`config.mk`:
```
export PLATFORM = sky130hd
export DESIGN_NAME = mem_port_arbiter
export DESIGN_NICKNAME = d
export VERILOG_FILES = /design/src/rtl/mem_port_arbiter.sv
export SDC_FILE = /design/constraint.sdc
export NUM_CORES = 1
export LEC_CHECK = 0
export ABC_AREA = 1
export BUFFER_PORTS_ARGS = -buffer_cell sky130_fd_sc_hd__buf_4
export CAP_MARGIN = 20
export CELL_PAD_IN_SITES_DETAIL_PLACEMENT = 0
export CELL_PAD_IN_SITES_GLOBAL_PLACEMENT = 1
export CORE_UTILIZATION = 23
export CTS_CLUSTER_DIAMETER = 60
export DETAILED_ROUTE_END_ITERATION = 10
export PLACE_DENSITY_LB_ADDON = 0.1
export SYNTH_ARGS = -nofsm -noshare
export SYNTH_HDL_FRONTEND = slang
export SYNTH_SLANG_ARGS = --single-unit
```
`constraint.sdc`:
```
create_clock -name clk -period 1.4 [get_ports clk]
set_clock_uncertainty 0.05 [all_clocks]
set_input_delay 0.28 -clock clk [delete_from_list [all_inputs] [get_ports clk]]
set_output_delay 0.28 -clock clk [all_outputs]
set_load 0.03 [all_outputs]
```
`src/rtl/mem_port_arbiter.sv`:
```
// rtl/mem_port_arbiter.sv - two-requester memory port arbiter with locked aux bursts
// and a fixed-latency tagged read return path.
module mem_port_arbiter #(
    parameter int AW        = 16,
    parameter int DW        = 16,
    parameter int MEM_LAT   = 1,
    parameter int MAX_BURST = 4
) (
    input  logic          clk,
    input  logic          reset,
    input  logic          cpu_req,
    input  logic          cpu_we,
    input  logic [AW-1:0] cpu_addr,
    input  logic [DW-1:0] cpu_wdata,
    output logic          cpu_gnt,
    output logic          cpu_stall,
    output logic          cpu_rvalid,
    output logic [DW-1:0] cpu_rdata,
    input  logic          aux_req,
    input  logic          aux_we,
    input  logic [AW-1:0] aux_addr,
    input  logic [DW-1:0] aux_wdata,
    input  logic          aux_lock,
    output logic          aux_gnt,
    output logic          aux_rvalid,
    output logic [DW-1:0] aux_rdata,
    output logic          mem_en,
    output logic          mem_we,
    output logic [AW-1:0] mem_addr,
    output logic [DW-1:0] mem_wdata,
    input  logic [DW-1:0] mem_rdata
);

    typedef enum logic [1:0] {
        OWN_IDLE = 2'd0,
        OWN_CPU  = 2'd1,
        OWN_AUX  = 2'd2,
        OWN_LOCK = 2'd3
    } owner_e;

    owner_e              owner_q, owner_d;
    logic [3:0]          burst_cnt_q, burst_cnt_d;
    logic [MEM_LAT-1:0]  tag_vld_q;
    logic [MEM_LAT-1:0]  tag_cpu_q;
    logic [DW-1:0]       cpu_rdata_q;
    logic [DW-1:0]       aux_rdata_q;
    logic                push_vld;
    logic                ret_vld;
    logic                ret_cpu;

    // Grants are held low while reset is asserted, independent of the registered state.
    always_comb begin
        cpu_gnt = 1'b0;
        aux_gnt = 1'b0;
        if (reset) begin
            if (cpu_req && aux_req) begin
                unique case (owner_q)
                    OWN_CPU:  aux_gnt = 1'b1;
                    OWN_LOCK: begin
                        if (aux_lock && (burst_cnt_q < 4'(MAX_BURST))) aux_gnt = 1'b1;
                        else                                          cpu_gnt = 1'b1;
                    end
                    default:  cpu_gnt = 1'b1;
                endcase
            end else begin
                cpu_gnt = cpu_req;
                aux_gnt = aux_req;
            end
        end
    end

    // The burst count only advances while the CPU is actually being held off.
    always_comb begin
        owner_d     = OWN_IDLE;
        burst_cnt_d = 4'd0;
        if (cpu_gnt) begin
            owner_d = OWN_CPU;
        end else if (aux_gnt && aux_lock) begin
            owner_d = OWN_LOCK;
            if (cpu_req) burst_cnt_d = (burst_cnt_q == 4'hF) ? 4'hF : burst_cnt_q + 4'd1;
        end else if (aux_gnt) begin
            owner_d = OWN_AUX;
        end
    end

    always_ff @(posedge clk or negedge reset) begin
        if (!reset) begin
            owner_q     <= OWN_CPU;
            burst_cnt_q <= 4'd0;
        end else begin
            owner_q     <= owner_d;
            burst_cnt_q <= burst_cnt_d;
        end
    end

    assign cpu_stall = reset & cpu_req & ~cpu_gnt;
    assign mem_en    = cpu_gnt | aux_gnt;
    assign mem_we    = cpu_gnt ? cpu_we    : (aux_gnt ? aux_we    : 1'b0);
    assign mem_addr  = cpu_gnt ? cpu_addr  : (aux_gnt ? aux_addr  : '0);
    assign mem_wdata = cpu_gnt ? cpu_wdata : (aux_gnt ? aux_wdata : '0);

    assign push_vld  = mem_en & ~mem_we;

    always_ff @(posedge clk or negedge reset) begin
        if (!reset) begin
            tag_vld_q <= '0;
            tag_cpu_q <= '0;
        end else begin
            tag_vld_q[0] <= push_vld;
            tag_cpu_q[0] <= cpu_gnt;
            for (int i = 1; i < MEM_LAT; i++) begin
                tag_vld_q[i] <= tag_vld_q[i-1];
                tag_cpu_q[i] <= tag_cpu_q[i-1];
            end
        end
    end

    assign ret_vld    = tag_vld_q[MEM_LAT-1];
    assign ret_cpu    = tag_cpu_q[MEM_LAT-1];
    assign cpu_rvalid = ret_vld & ret_cpu;
    assign aux_rvalid = ret_vld & ~ret_cpu;
    assign cpu_rdata  = cpu_rvalid ? mem_rdata : cpu_rdata_q;
    assign aux_rdata  = aux_rvalid ? mem_rdata : aux_rdata_q;

    always_ff @(posedge clk or negedge reset) begin
        if (!reset) begin
            cpu_rdata_q <= '0;
            aux_rdata_q <= '0;
        end else begin
            if (cpu_rvalid) cpu_rdata_q <= mem_rdata;
            if (aux_rvalid) aux_rdata_q <= mem_rdata;
        end
    end

endmodule

```
==> implementation parameters <==
Parameter                              Value

Outcome
  Status    finished, violations left
  Failing checks    setup timing

Timing
  Final worst-path setup slack    -0.562 ns
  Final critical-path required period    1.96 ns
  Unrepaired setup endpoints after global routing    yes
  Total negative slack    -32.00 ns
  Max_slew headroom    0.774
  Total setup violations reported at the end of the flow    75
  Final hold violation count    0
  Portion of the clock cycle consumed by the worst path in the final layout    1.40
  Pin slew with the least headroom to its limit    0.339 ns
  Peak Freq    510 MHz
  Max-slew violation total from the final report    0

Pwr
  Switching pwr    0.00203 W
  Total power divided by cell area    1010 mW/mm2
  Share of total power in sequential cells    0.280
  Worst VDD drop    410 uV
  Share of power burned in combinational logic    0.549
  Static leakage    2.67 nW
  Switching share of power    0.374
  Share of total power in the clock network    0.171
  Internal Power    0.00340 W

Route
  # DRC    0
  Number of vias after detailed routing    2611
  Post-Route WL    8020 um
  Residual antenna-violating net count after detailed routing    0
  Post-DR wirelength/cell    13.3 um
  Average via count per standard cell    4.32
  Number of DRC markers after the initial detailed-route iteration    29
  DR pass1 iterations    5

Clock network
  Total clock buffers created by CTS    5
  H-tree lvl count    2
  CTS tree    yes
  Clock-pin slew on the worst setup and hold paths    0.08 ns
  Buffer type at the clock tree root    sky130_fd_sc_hd__clkbuf_8
  Clock tree sinks    40
  Insertion delay of the later-clocked pin in the worst-skew pair    0.28 ns
  Maximum clock path buffer count    2

Final layout
  Final antenna diode count    0
  Multi-input gate area    0.00174 mm2
  Final cell count without fillers    604
  Fraction of layout instances using a drive strength above 1    0.746
  End-of-flow core utilization    0.617
  Final std cell area, no fill    0.00535 mm2
  Layout Area Growth over Synthesis    162%
  Final nets    583
  Sequential cell area    0.00100 mm2
  Filler Cells Inserted    711

Synthesis
  Dominant cell type by area after synthesis    sky130_fd_sc_hd__dfrtp_1
  Largest cells by area after synthesis    sky130_fd_sc_hd__dfrtp_1 48%, sky130_fd_sc_hd__nand2_1 23%, sky130_fd_sc_hd__o21ai_0 8.6%
  Post-synthesis cell area    0.00205 mm2
  Synth warnings    0
  Most used DFF post-synth    sky130_fd_sc_hd__dfrtp_1
  Post-synth EDFFs    0
  Synthesized Nets    364
  Async S/R FF share, synth    1.00
  Number of register bits inferred by synthesis    40
  Commonest cells in the synthesized netlist    124 x sky130_fd_sc_hd__nand2_1, 39 x sky130_fd_sc_hd__dfrtp_1, 35 x sky130_fd_sc_hd__o21ai_0
  Share of synthesized area occupied by flip-flops and latches    0.490
  Fraction of synthesized cell area taken by the top area cell type    0.477
  Synth Instances    276
  Mean post-synth cell area    7.42 um2
  Most common cell in the synthesized netlist    sky130_fd_sc_hd__nand2_1
  Number of library cell types mapped by synthesis    18

Worst setup path
  Stage delay of the slowest cell on the critical path    0.52 ns
  Critical Path Source Type    flop
  Path length in cells of the critical path    10
  Crit-path slowest cell    sky130_fd_sc_hd__dfstp_2
  Critical path peak fanout    5
  Required time reported for the critical path endpoint    1.07 ns
  Number of buffers and inverters on the critical path    4
  Worst Path Arrival    1.63 ns
  Most common cell on crit path    sky130_fd_sc_hd__nand2_4
  Family of cells with the greatest summed delay on the critical path    flip-flops
  Classification of the worst setup path    reg2out
  Category of the worst setup path capture point    output port
  Length in cells of the worst reg-to-reg path    10
  Ordered cell list for the critical path    nand2_1, inv_2, nand2_2, nand2_4, nand2_4, inv_8, buf_4, nand2_1, nand2_4, buf_6

Global route
  Maximum number of pins on one net before global-route repair    26
  Total GRT Usage    0.173
  Number of antenna violations at the first check in global routing    0
  Number of global-route vias before repair    2732
  Wire length of the first global-routing pass    12300 um
  GRT Residual Overflow    0

Floorplan
  DIE WIDTH    96.3 um
  Die area    0.00928 mm2
  Core ar.    0.00868 mm2
  Die Span Y    96.3 um
  Effective utilization at floorplan    0.236
  Row Count    34
  Number of ports placed on the die boundary    158

Place
  Setup Slack @ Placement    -0.284 ns
  Placer congestion estimate    0.725
  Post-place instance area    0.00406 mm2
  Port Buffers    157
  Placed insts    561
  Detailed placer's ending HPWL    5230 um

Job
  Max-cap violation count    0

Min path
  Classification of the worst-slack hold path    in2async
## worst register-to-register path, stage by stage, from the launching register on
cell	delay [ns]
sky130_fd_sc_hd__dfstp_2	0.52
sky130_fd_sc_hd__nand2_1	0.06
sky130_fd_sc_hd__inv_2	0.05
sky130_fd_sc_hd__nand2_2	0.08
sky130_fd_sc_hd__buf_4	0.14
sky130_fd_sc_hd__buf_4	0.14
sky130_fd_sc_hd__nand3_2	0.06
sky130_fd_sc_hd__nand2_2	0.07
sky130_fd_sc_hd__buf_4	0.13
sky130_fd_sc_hd__buf_6	0.11
sky130_fd_sc_hd__nor2_4	0.08
## sequential cells by signal, summed over array words and instances (netlist names)
name and cells:
aux_rdata_q 16, burst_cnt_q 4, cpu_rdata_q 16, owner_q 2, ret_cpu 1, ret_vld 1
## cell type report
cell class,count,share of cell area
Multi-Input combinational cell,196,0.324
Clock inverter,3,0.00795
Tap cell,108,0.0252
Sequential cell,40,0.187
Timing Repair Buffer,224,0.420
Inverter,28,0.0224
Clock buffer,5,0.0129
## kinds of logic after synthesis
| group | after synthesis | share of synthesized area |
|---|---|---|
| DFF | 40 | 0.490 |
| adders and majority gates | 1 | 0.00611 |
| AOI/OAI and AO/OA | 37 | 0.0917 |
| buffers and inverters | 40 | 0.0954 |
| and+or+nand+nor | 158 | 0.317 |
## metal layers
| metal | global-route usage | wire (um) |
|---|---|---|
| met1 | 0.189 | 2840 |
| met2 | 0.326 | 4440 |
| met3 | 0.0466 | 679 |
| met4 | 0.0441 | 64 |
| met5 | 0 | 0 |
## power groups by stage
stage / combinational (W) / clock, W / sequential (W)
after floorplan: 0.00127 / 0 / 0.00144
after global placement: 0.00214 / 0 / 0.00144
after detailed placement: 0.00215 / 0 / 0.00145
after CTS: 0.00282 / 0.000972 / 0.00149
after global routing: 0.00318 / 0.00102 / 0.00154
final: 0.00298 / 0.000929 / 0.00152
## through the flow
stage,total power [W],hold WS (ns)
finish,0.00543,0.0650
CTS,0.00529,0.0515
global route,0.00574,0.0880
floorplan,0.00271,-0.0656
global placement,0.00359,0.245
detailed placement,0.00360,0.247
## worst paths after layout
path | start | endpoint | slack [ns]
max | owner_q[0]$_DFF_PN1_ | mem_wdata[4] | -0.56
min | reset | ret_cpu$_DFF_PN0_ | 0.06
max reg2reg | owner_q[0]$_DFF_PN1_ | ret_vld$_DFF_PN0_ | -0.14
min reg2reg | aux_rdata_q[0]$_DFF_PN0_ | aux_rdata_q[0]$_DFF_PN0_ | 0.45
max in group asynchronous | reset | burst_cnt_q[0]$_DFF_PN0_ | 0.66
min in group clk | aux_lock | owner_q[0]$_DFF_PN1_ | 0.23
## placed cells by master, fill, tap and decap left out, types with 2 or more instances in the layout
cell	Yosys	layout
sky130_fd_sc_hd__buf_12	1	8
sky130_fd_sc_hd__buf_16	0	5
sky130_fd_sc_hd__buf_4	3	122
sky130_fd_sc_hd__buf_6	2	84
sky130_fd_sc_hd__buf_8	0	2
sky130_fd_sc_hd__clkbuf_16	0	2
sky130_fd_sc_hd__clkbuf_8	0	5
sky130_fd_sc_hd__dfrtp_1	39	39
sky130_fd_sc_hd__inv_1	26	22
sky130_fd_sc_hd__inv_2	1	2
sky130_fd_sc_hd__inv_4	1	3
sky130_fd_sc_hd__nand2_1	124	51
sky130_fd_sc_hd__nand2_2	20	34
sky130_fd_sc_hd__nand2_4	0	59
sky130_fd_sc_hd__nand3_2	0	2
sky130_fd_sc_hd__nor2_1	9	5
sky130_fd_sc_hd__nor2_4	0	3
sky130_fd_sc_hd__o21ai_0	35	2
sky130_fd_sc_hd__o21ai_4	0	32
## what timing repair did
action	in CTS	in global routing
cloned	6	2
endpoints found under the hold margin	2	0
buffers inserted	18	17
resized for setup	156	53
pin swaps	9	7
hold buffers	1	0
setup endpoints to repair	71	84
Power figures use the tool's default switching activity.
